===== src/rtl/layer_sequencer.sv =====
`default_nettype none
// ============================================================================
// Module   : layer_sequencer
// Purpose  : Forward-pass sequencer: iterates one activation vector through
//            LAYER_MAX layers and buffers every layer's activations.
//            Optional macro PERF_COUNTER_EN adds the cycle_count port.
// Revision : 1.0 - initial release
// ============================================================================
module layer_sequencer #(
    parameter int NEURON_NUM          = 5,
    parameter int NEURON_OUTPUT_WIDTH = 12,
    parameter int ACTIVATION_WIDTH    = 9,
    parameter int OUTPUT_SHIFT        = 2,
    parameter int LAYER_ADDR_WIDTH    = 2,
    parameter int LAYER_MAX           = 3
) (
    input  logic                                       clk,
    input  logic                                       rst,
    input  logic [NEURON_NUM*ACTIVATION_WIDTH-1:0]     start_inputs,
    input  logic                                       start_inputs_valid,
    output logic                                       start_inputs_ready,
    output logic [LAYER_ADDR_WIDTH-1:0]                layer_number,
    output logic                                       layer_number_valid,
    input  logic                                       layer_number_ready,
    output logic [NEURON_NUM*ACTIVATION_WIDTH-1:0]     layer_inputs,
    output logic                                       layer_inputs_valid,
    input  logic                                       layer_inputs_ready,
    input  logic [NEURON_NUM*NEURON_OUTPUT_WIDTH-1:0]  layer_outputs,
    input  logic                                       layer_outputs_valid,
    output logic                                       layer_outputs_ready,
    output logic [NEURON_NUM*ACTIVATION_WIDTH-1:0]     result,
    output logic                                       result_valid,
    input  logic                                       result_ready,
    input  logic [LAYER_ADDR_WIDTH-1:0]                act_rd_addr,
    output logic [NEURON_NUM*ACTIVATION_WIDTH-1:0]     act_rd_data,
    output logic                                       busy
`ifdef PERF_COUNTER_EN
    ,
    output logic [31:0]                                cycle_count
`endif
);

    localparam int c_VEC_W   = NEURON_NUM * ACTIVATION_WIDTH;
    localparam int c_ACT_MAX = 2**ACTIVATION_WIDTH - 1;
    localparam logic [LAYER_ADDR_WIDTH-1:0] c_LAST     = LAYER_ADDR_WIDTH'(LAYER_MAX - 1);
    localparam logic [LAYER_ADDR_WIDTH-1:0] c_TOP_ADDR = LAYER_ADDR_WIDTH'(LAYER_MAX);

    localparam logic [1:0] c_IDLE  = 2'd0;
    localparam logic [1:0] c_ISSUE = 2'd1;
    localparam logic [1:0] c_WAIT  = 2'd2;
    localparam logic [1:0] c_DONE  = 2'd3;

    logic [1:0]                  r_state;
    logic [LAYER_ADDR_WIDTH-1:0] r_layer;
    logic                        r_ln_valid;
    logic                        r_li_valid;
    logic                        r_res_valid;
    logic [c_VEC_W-1:0]          r_layer_in;
    logic [c_VEC_W-1:0]          r_result;
    logic [c_VEC_W-1:0]          r_rd_data;
    logic [c_VEC_W-1:0]          r_buf [0:LAYER_MAX];
    logic [c_VEC_W-1:0]          w_act;

    logic w_start_fire;
    logic w_ln_fire;
    logic w_li_fire;
    logic w_out_fire;
    logic w_res_fire;
    logic w_issue_done;

    // Shift, then clamp into [0, 2^ACTIVATION_WIDTH-1]
    function automatic logic [ACTIVATION_WIDTH-1:0] to_act(
        input logic [NEURON_OUTPUT_WIDTH-1:0] sum
    );
        logic signed [NEURON_OUTPUT_WIDTH-1:0] sh;
        int                                    v;
        sh = $signed(sum) >>> OUTPUT_SHIFT;
        v  = int'(sh);
        if (v < 0)
            to_act = '0;
        else if (v > c_ACT_MAX)
            to_act = '1;
        else
            to_act = v[ACTIVATION_WIDTH-1:0];
    endfunction

    generate
        for (genvar i = 0; i < NEURON_NUM; i++) begin : g_lane
            assign w_act[i*ACTIVATION_WIDTH +: ACTIVATION_WIDTH] =
                to_act(layer_outputs[i*NEURON_OUTPUT_WIDTH +: NEURON_OUTPUT_WIDTH]);
        end
    endgenerate

    assign w_start_fire = (r_state == c_IDLE) && start_inputs_valid;
    assign w_ln_fire    = r_ln_valid && layer_number_ready;
    assign w_li_fire    = r_li_valid && layer_inputs_ready;
    assign w_out_fire   = (r_state == c_WAIT) && layer_outputs_valid;
    assign w_res_fire   = r_res_valid && result_ready;
    // Both issue handshakes finished, counting ones completing this cycle
    assign w_issue_done = (!r_ln_valid || w_ln_fire) && (!r_li_valid || w_li_fire);

    always_ff @(posedge clk or negedge rst) begin
        if (!rst) begin
            r_state     <= c_IDLE;
            r_layer     <= '0;
            r_ln_valid  <= 1'b0;
            r_li_valid  <= 1'b0;
            r_res_valid <= 1'b0;
            r_layer_in  <= '0;
            r_result    <= '0;
            r_rd_data   <= '0;
            for (int k = 0; k <= LAYER_MAX; k++)
                r_buf[k] <= '0;
        end else begin
            // Read samples the array before any write this cycle lands
            r_rd_data <= (act_rd_addr <= c_TOP_ADDR) ? r_buf[act_rd_addr] : '0;

            case (r_state)
                c_IDLE: begin
                    if (w_start_fire) begin
                        r_buf[0]   <= start_inputs;
                        r_layer_in <= start_inputs;
                        r_layer    <= '0;
                        r_ln_valid <= 1'b1;
                        r_li_valid <= 1'b1;
                        r_state    <= c_ISSUE;
                    end
                end
                c_ISSUE: begin
                    if (w_ln_fire)
                        r_ln_valid <= 1'b0;
                    if (w_li_fire)
                        r_li_valid <= 1'b0;
                    if (w_issue_done)
                        r_state <= c_WAIT;
                end
                c_WAIT: begin
                    if (w_out_fire) begin
                        r_buf[r_layer + LAYER_ADDR_WIDTH'(1)] <= w_act;
                        r_layer_in <= w_act;
                        if (r_layer == c_LAST) begin
                            r_result    <= w_act;
                            r_res_valid <= 1'b1;
                            r_state     <= c_DONE;
                        end else begin
                            r_layer    <= r_layer + LAYER_ADDR_WIDTH'(1);
                            r_ln_valid <= 1'b1;
                            r_li_valid <= 1'b1;
                            r_state    <= c_ISSUE;
                        end
                    end
                end
                c_DONE: begin
                    if (w_res_fire) begin
                        r_res_valid <= 1'b0;
                        r_state     <= c_IDLE;
                    end
                end
                default: r_state <= c_IDLE;
            endcase
        end
    end

`ifdef PERF_COUNTER_EN
    logic [31:0] r_cycle_count;

    always_ff @(posedge clk or negedge rst) begin
        if (!rst)
            r_cycle_count <= '0;
        else if (w_start_fire)
            r_cycle_count <= '0;
        else if ((r_state != c_IDLE) && (r_cycle_count != 32'hFFFF_FFFF))
            r_cycle_count <= r_cycle_count + 32'd1;
    end

    assign cycle_count = r_cycle_count;
`endif

    assign start_inputs_ready  = (r_state == c_IDLE);
    assign layer_outputs_ready = (r_state == c_WAIT);
    assign layer_number        = r_layer;
    assign layer_number_valid  = r_ln_valid;
    assign layer_inputs        = r_layer_in;
    assign layer_inputs_valid  = r_li_valid;
    assign result              = r_result;
    assign result_valid        = r_res_valid;
    assign act_rd_data         = r_rd_data;
    assign busy                = (r_state != c_IDLE);

endmodule
`default_nettype wire


===== config.mk =====
export PLATFORM = sky130hd
export DESIGN_NAME = layer_sequencer
export DESIGN_NICKNAME = d
export VERILOG_FILES = /design/src/rtl/layer_sequencer.sv
export SDC_FILE = /design/constraint.sdc
export NUM_CORES = 1
export LEC_CHECK = 0
export ABC_AREA = 1
export CORE_MARGIN = 5
export CORE_UTILIZATION = 45
export DETAILED_ROUTE_END_ITERATION = 10
export DONT_BUFFER_PORTS = 1
export HOLD_SLACK_MARGIN = 0.05
export PLACE_DENSITY_LB_ADDON = 0.05
export SETUP_SLACK_MARGIN = 0.1
export SYNTH_ARGS = -nofsm -noshare
export SYNTH_HDL_FRONTEND = slang
export SYNTH_SLANG_ARGS = --single-unit

===== constraint.sdc =====
create_clock -name clk -period 1.6 [get_ports clk]
set_input_delay 0.32 -clock clk [delete_from_list [all_inputs] [get_ports clk]]
set_output_delay 0.32 -clock clk [all_outputs]
set_load 0.02 [all_outputs]

==> Word level (Yosys, flattened, before mapping) <==
Cells that the tools add are included.
{ "totals": {"regBits": 322, "input_bits": 114, "output_inout_bits": 143, "word_cells": 108} }
{ "op_classes": {"addsub": 1, "n_lt_le_gt_ge": 14, "eq_ne": 12, "muxes": 43, "n_bitwise": 2, "reduce_logical": 24} }
{ "op_table": {"columns": ["operator", "count"], "rows": [
  ["$mux 45", 6],
  ["$bwmux 180", 1],
  ["$mux 180", 1],
  ["$pmux 45 s2", 2],
  ["$bmux 45 s2", 1],
  ["$demux 45 s2", 1],
  ["$mux 9", 10],
  ["$gt 10x10->1 const B", 5],
  ["$lt 10x1->1 const B", 5],
  ["$mux 2", 8],
  ["$reduce_and 4->1", 3],
  ["$ne 2x2->1 const B", 5],
  ["$reduce_and 5->1", 2],
  ["$mux 1", 8],
  ["$pmux 2 s4", 1],
  ["$logic_and 1x1->1", 7],
  ["$eq 2x2->1 const B", 3],
  ["$ge 3x3->1 const B", 2],
  ["$ne 2x1->1 const B", 3],
  ["$not 2->3", 2],
  ["$pmux 1 s3", 2],
  ["$reduce_and 3->1", 2],
  ["$reduce_bool 2->1", 3],
  ["$pmux 2 s2", 1],
  ["10 further kinds", 12]
]} }

==> Logic depth before layout (Yosys ltp) <==
{ "depth": {"depth_word": 9, "ltp_mapped": 9, "depth_no_buf": 7} }

==> Least setup slack after synthesis <==
OpenSTA, ideal clock, no wires.
{ "synth_timing": {"kind": "register to register", "startpoint": "reg r_state[1]", "endpoint": "reg r_buf[135] (netlist name)", "setup_ns": 0.117, "arrival_ns": 1.465, "required_ns": 1.483, "slack_ns": 0.017, "stages_incl_launch_ff": 8, "path_buffers": 1, "period_less_slack_ns": 1.583, "cell_sequence": "dfrtp_1 -> nor2_1 -> nand2_1 -> nand2_4 -> nand2_4 -> buf_4 -> nand2_1 -> nand2_1"} }
{ "synth_between": {"elab_chain_cells": 4, "elab_cells_between_ends": 9, "cone_classes": "eq/ne (3); mux (1); reduce/logical (5)"} }
{ "synth_lines": {"columns": ["element", "line_no", "text"], "rows": [
  ["start, declared", "53", "logic [1:0] r_state;"],
  ["start signal, assigned", "104", "r_state <= c_IDLE;"],
  ["start signal, assigned", "126", "r_state <= c_ISSUE;"],
  ["start signal, assigned", "135", "r_state <= c_WAIT;"],
  ["$logic_not 2->1 (*)", null, null],
  ["named net start_inputs_ready", "21", "output logic start_inputs_ready,"],
  ["$logic_and 1x1->1", "94", "assign w_start_fire = (r_state == c_IDLE) && start_inputs_valid;"],
  ["$ne 2x1->1 (no line)", null, null],
  ["$reduce_and 3->1 (no line)", null, null],
  ["end signal, assigned by index", "139", "r_buf[r_layer + LAYER_ADDR_WIDTH'(1)] <= w_act;"],
  ["end, declared", "61", "logic [c_VEC_W-1:0] r_buf [0:LAYER_MAX];"]
]} }
Mark *: on every way through the listed nets, which the timed path passes. The rest lies on a longest branch.
A chain may end at the register's enable or synchronous reset.

==> Worst setup path in the final report <==
{ "layout_timing": {"startpoint": "reg r_state[0]", "endpoint": "out busy"} }
{ "layout_between": {"elab_chain_cells": 1} }
{ "layout_lines": {"columns": ["element", "line_no", "text"], "rows": [
  ["$reduce_bool 2->1", "188", "assign busy = (r_state != c_IDLE);"],
  ["end, declared", "36", "output logic busy"]
]} }
Every way passes these cells.

==> results.yml <==
outcome:
  status: "complete, but fails checks"
  violations: "negative hold slack, negative setup slack"
critical_path:
  cp-start-kind: "register"
  worstPathRequired_ns: 1.28
  endpoint: "busy"
  end_kind: "output pin"
  r2r-start: "r_state[0]"
  startpoint: "r_state[0]"
  cp_max_fo: 4
  r2r_slack_ns: -0.03
  worstSetupPathType: "reg2out"
  worstPathArrival_ns: 1.34
  r2r_end: "r_buf[4]"
  rr_worst_depth: 9
power:
  vdd_drop_max_mv: 1.15
  leakagePower_nw: 8.14
  pwr_density_cell_nw_per_um2: 1940
grt:
  overflow: 0
  antenna_found_initial: 0
  grt_max_degree: 323
  met2_usage: 0.371
  grt_usage: 0.235
  globalRoute.busiestLayer: "met2"
  use_met1: 0.341
  grt_pass1_vias: 10900
  use_met3: 0.0458
  grt_pass1_wl_um: 65900
job:
  max-cap-violations: 0
synthesis:
  yosys_warnings: 0
  synth_cell_types: 25
  syn_avg_cell_area_um2: 8.85
  ys_seq_area_frac: 0.576
  syn_area_um2: 14000
  ys_ff_latch: 322
  syn_inst: 1581
  syn-num-nets: 1700
cells_and_area:
  drive_above_1_share: 0.189
  syn_to_final_growth_pct: 29.9
  postLayoutCellArea_um2: 18200
  diodes: 0
  layout.cells.non_filler: 2089
  nets: 1793
clocking:
  cts_tree: "done"
  clkTransAtPathRegs_ns: 0.06
  insertion_delay_ns: 0.52
  cts-buffers-inserted: 36
  hold_buffers: 31
  cts_buffer_depth: 3
  ctsHtreeMaxLevel: 2
  cts_sinks: 322
  cts-root-buf: "clkbuf_16"
routing:
  routed_wl_um: 50800
  via_count: 12000
  via_per_inst: 5.73
  first_iter_violations: 1049
  ant_nets: 0
  drc_errors: 0
  dr.pass1.iters: 5
  wire_per_inst_um: 24.3
die:
  die_h_um: 186
  start_util: 0.456
  placementRows: 64
  io_pins: 257
  die_w_um: 186
  die_area_um2: 34700
  core_region_area_um2: 30700
sta:
  slew_headroom: 0.357
  tns_ns: -0.720
  max_freq_mhz: 602
  fin_crit_sh: 1.04
  drv_slew: 0
  worst_slew_pin_slew_ns: 0.964
  whs_ns: -0.491
  hold_violations: 322
  worst_slack_ns: -0.0602
  fin_skew_ns: 0.0142
  setup_viol_count_final: 51
  fin_crit_ns: 1.66
  rsz0062_at_grt: "true"
placement:
  routabilityCongestion: 0.832
  io_buffers: 0
  placed_area_um2: 14600
  placed_cells: 1922
  hpwl_um: 25300
min_path:
  hold_class: "in2async"
[layout by cell type, fill, tap and decap left out, types with 3 or more instances in the layout]
cell           count
nand3_1           45
o21ai_2            4
nor2_4             5
buf_8              5
a21oi_1            5
buf_12            37
buf_6             20
clkinv_1           4
o21a_1           135
buf_4             31
inv_1             11
buf_16             7
clkbuf_16         66
o22ai_1           45
clkbuf_8           8
dfrtp_2            3
ha_4               5
clkinv_2           3
nand2_1          458
dfrtp_1          319
nand2_2           68
inv_2              6
o21ai_0          201
inv_4              5
clkbuf_1           6
nand2_4           36
nor2_1            90
dlygate4sd3_1     29
o21ai_1           23
[through the flow]
step           power, mW  setup WS [ns]  utilization
3_3_place_gp        24.5         0.0465        0.477
2_1_floorplan       21.7          0.102            -
5_1_grt             37.2         -0.103        0.593
3_5_place_dp        24.8         0.0172        0.477
6_report            35.2        -0.0602        0.593
4_1_cts             33.2        -0.0676        0.532
[Yosys cell counts, drive strengths merged]
cell type,number,area share
dfrtp,322,0.58
a21boi,2,0.0011
nand2,562,0.15
clkinv,4,0.0011
nor2,95,0.027
nand3b,1,0.00054
o22ai,45,0.020
buf,57,0.025
o21a,135,0.072
nand3,48,0.018
inv,24,0.0068
a21oi,5,0.0018
o21ai,228,0.082
ha,5,0.0045
clkbuf,48,0.013
[cell type report]
type / count / area, um2
Clock buffer: 51 / 1060
Clock inverter: 6 / 62.6
Fill cell: 2634 / 12500
Inverter: 28 / 133
Multi-Input combinational cell: 1128 / 5880
Sequential cell: 322 / 8060
Tap cell: 396 / 495
Timing Repair Buffer: 158 / 2480
[sequential cells by signal, summed over array words and instances (netlist names)]
register            cells
r_buf                 180
act_rd_data            45
layer_inputs           45
result                 45
layer_number            2
r_state                 2
layer_inputs_valid      1
layer_number_valid      1
result_valid            1
[how the worst min path moves through the flow]
| stage | endpoint | cells after the start |
|---|---|---|
| after floorplan | act_rd_data[0] | 0 |
| after global placement | act_rd_data[13] | 0 |
| after detailed placement | act_rd_data[13] | 0 |
| after CTS | act_rd_data[13] | 0 |
| after global routing | act_rd_data[13] | 0 |
| final | act_rd_data[13] | 0 |
[what timing repair did]
action | 4_1_cts | 5_1_grt
setup buffers | 5 | 26
gates cloned | 4 | 46
gates resized for setup | 16 | 228
pin swaps | 4 | 13
hold endpoints to repair | 392 | 322
endpoints found under the setup margin | 199 | 262
[per-layer routing]
layer  routed length [um]  part of all wire
met5                    0                 0
met4                 1110             0.022
met3                 3650             0.072
met2                24100              0.47
met1                22000              0.43
[report_power, final]
part	total [mW]	switching [mW]	internal (mW)	leakage, nW
logic	11.2	5.96	5.23	3.64
clock network	8.02	3.28	4.74	0.555
registers	16.0	4.15	11.9	3.94
[cell families (layout without fill, tap and decap cells)]
group           Yosys count  count (layout)  synth area share
simple gates            706             708             0.197
compound gates          415             415             0.177
flops                   322             322             0.576
buf+inv                 133             243            0.0453
fa+ha+maj                 5               5           0.00447
[critical path: stages (launching register included)]
cell     delay (ns)
dfrtp_1        0.40
buf_6          0.14
nor2_4         0.09
buf_6          0.14
inv_4          0.05
(Power assumes the default switching activity.)
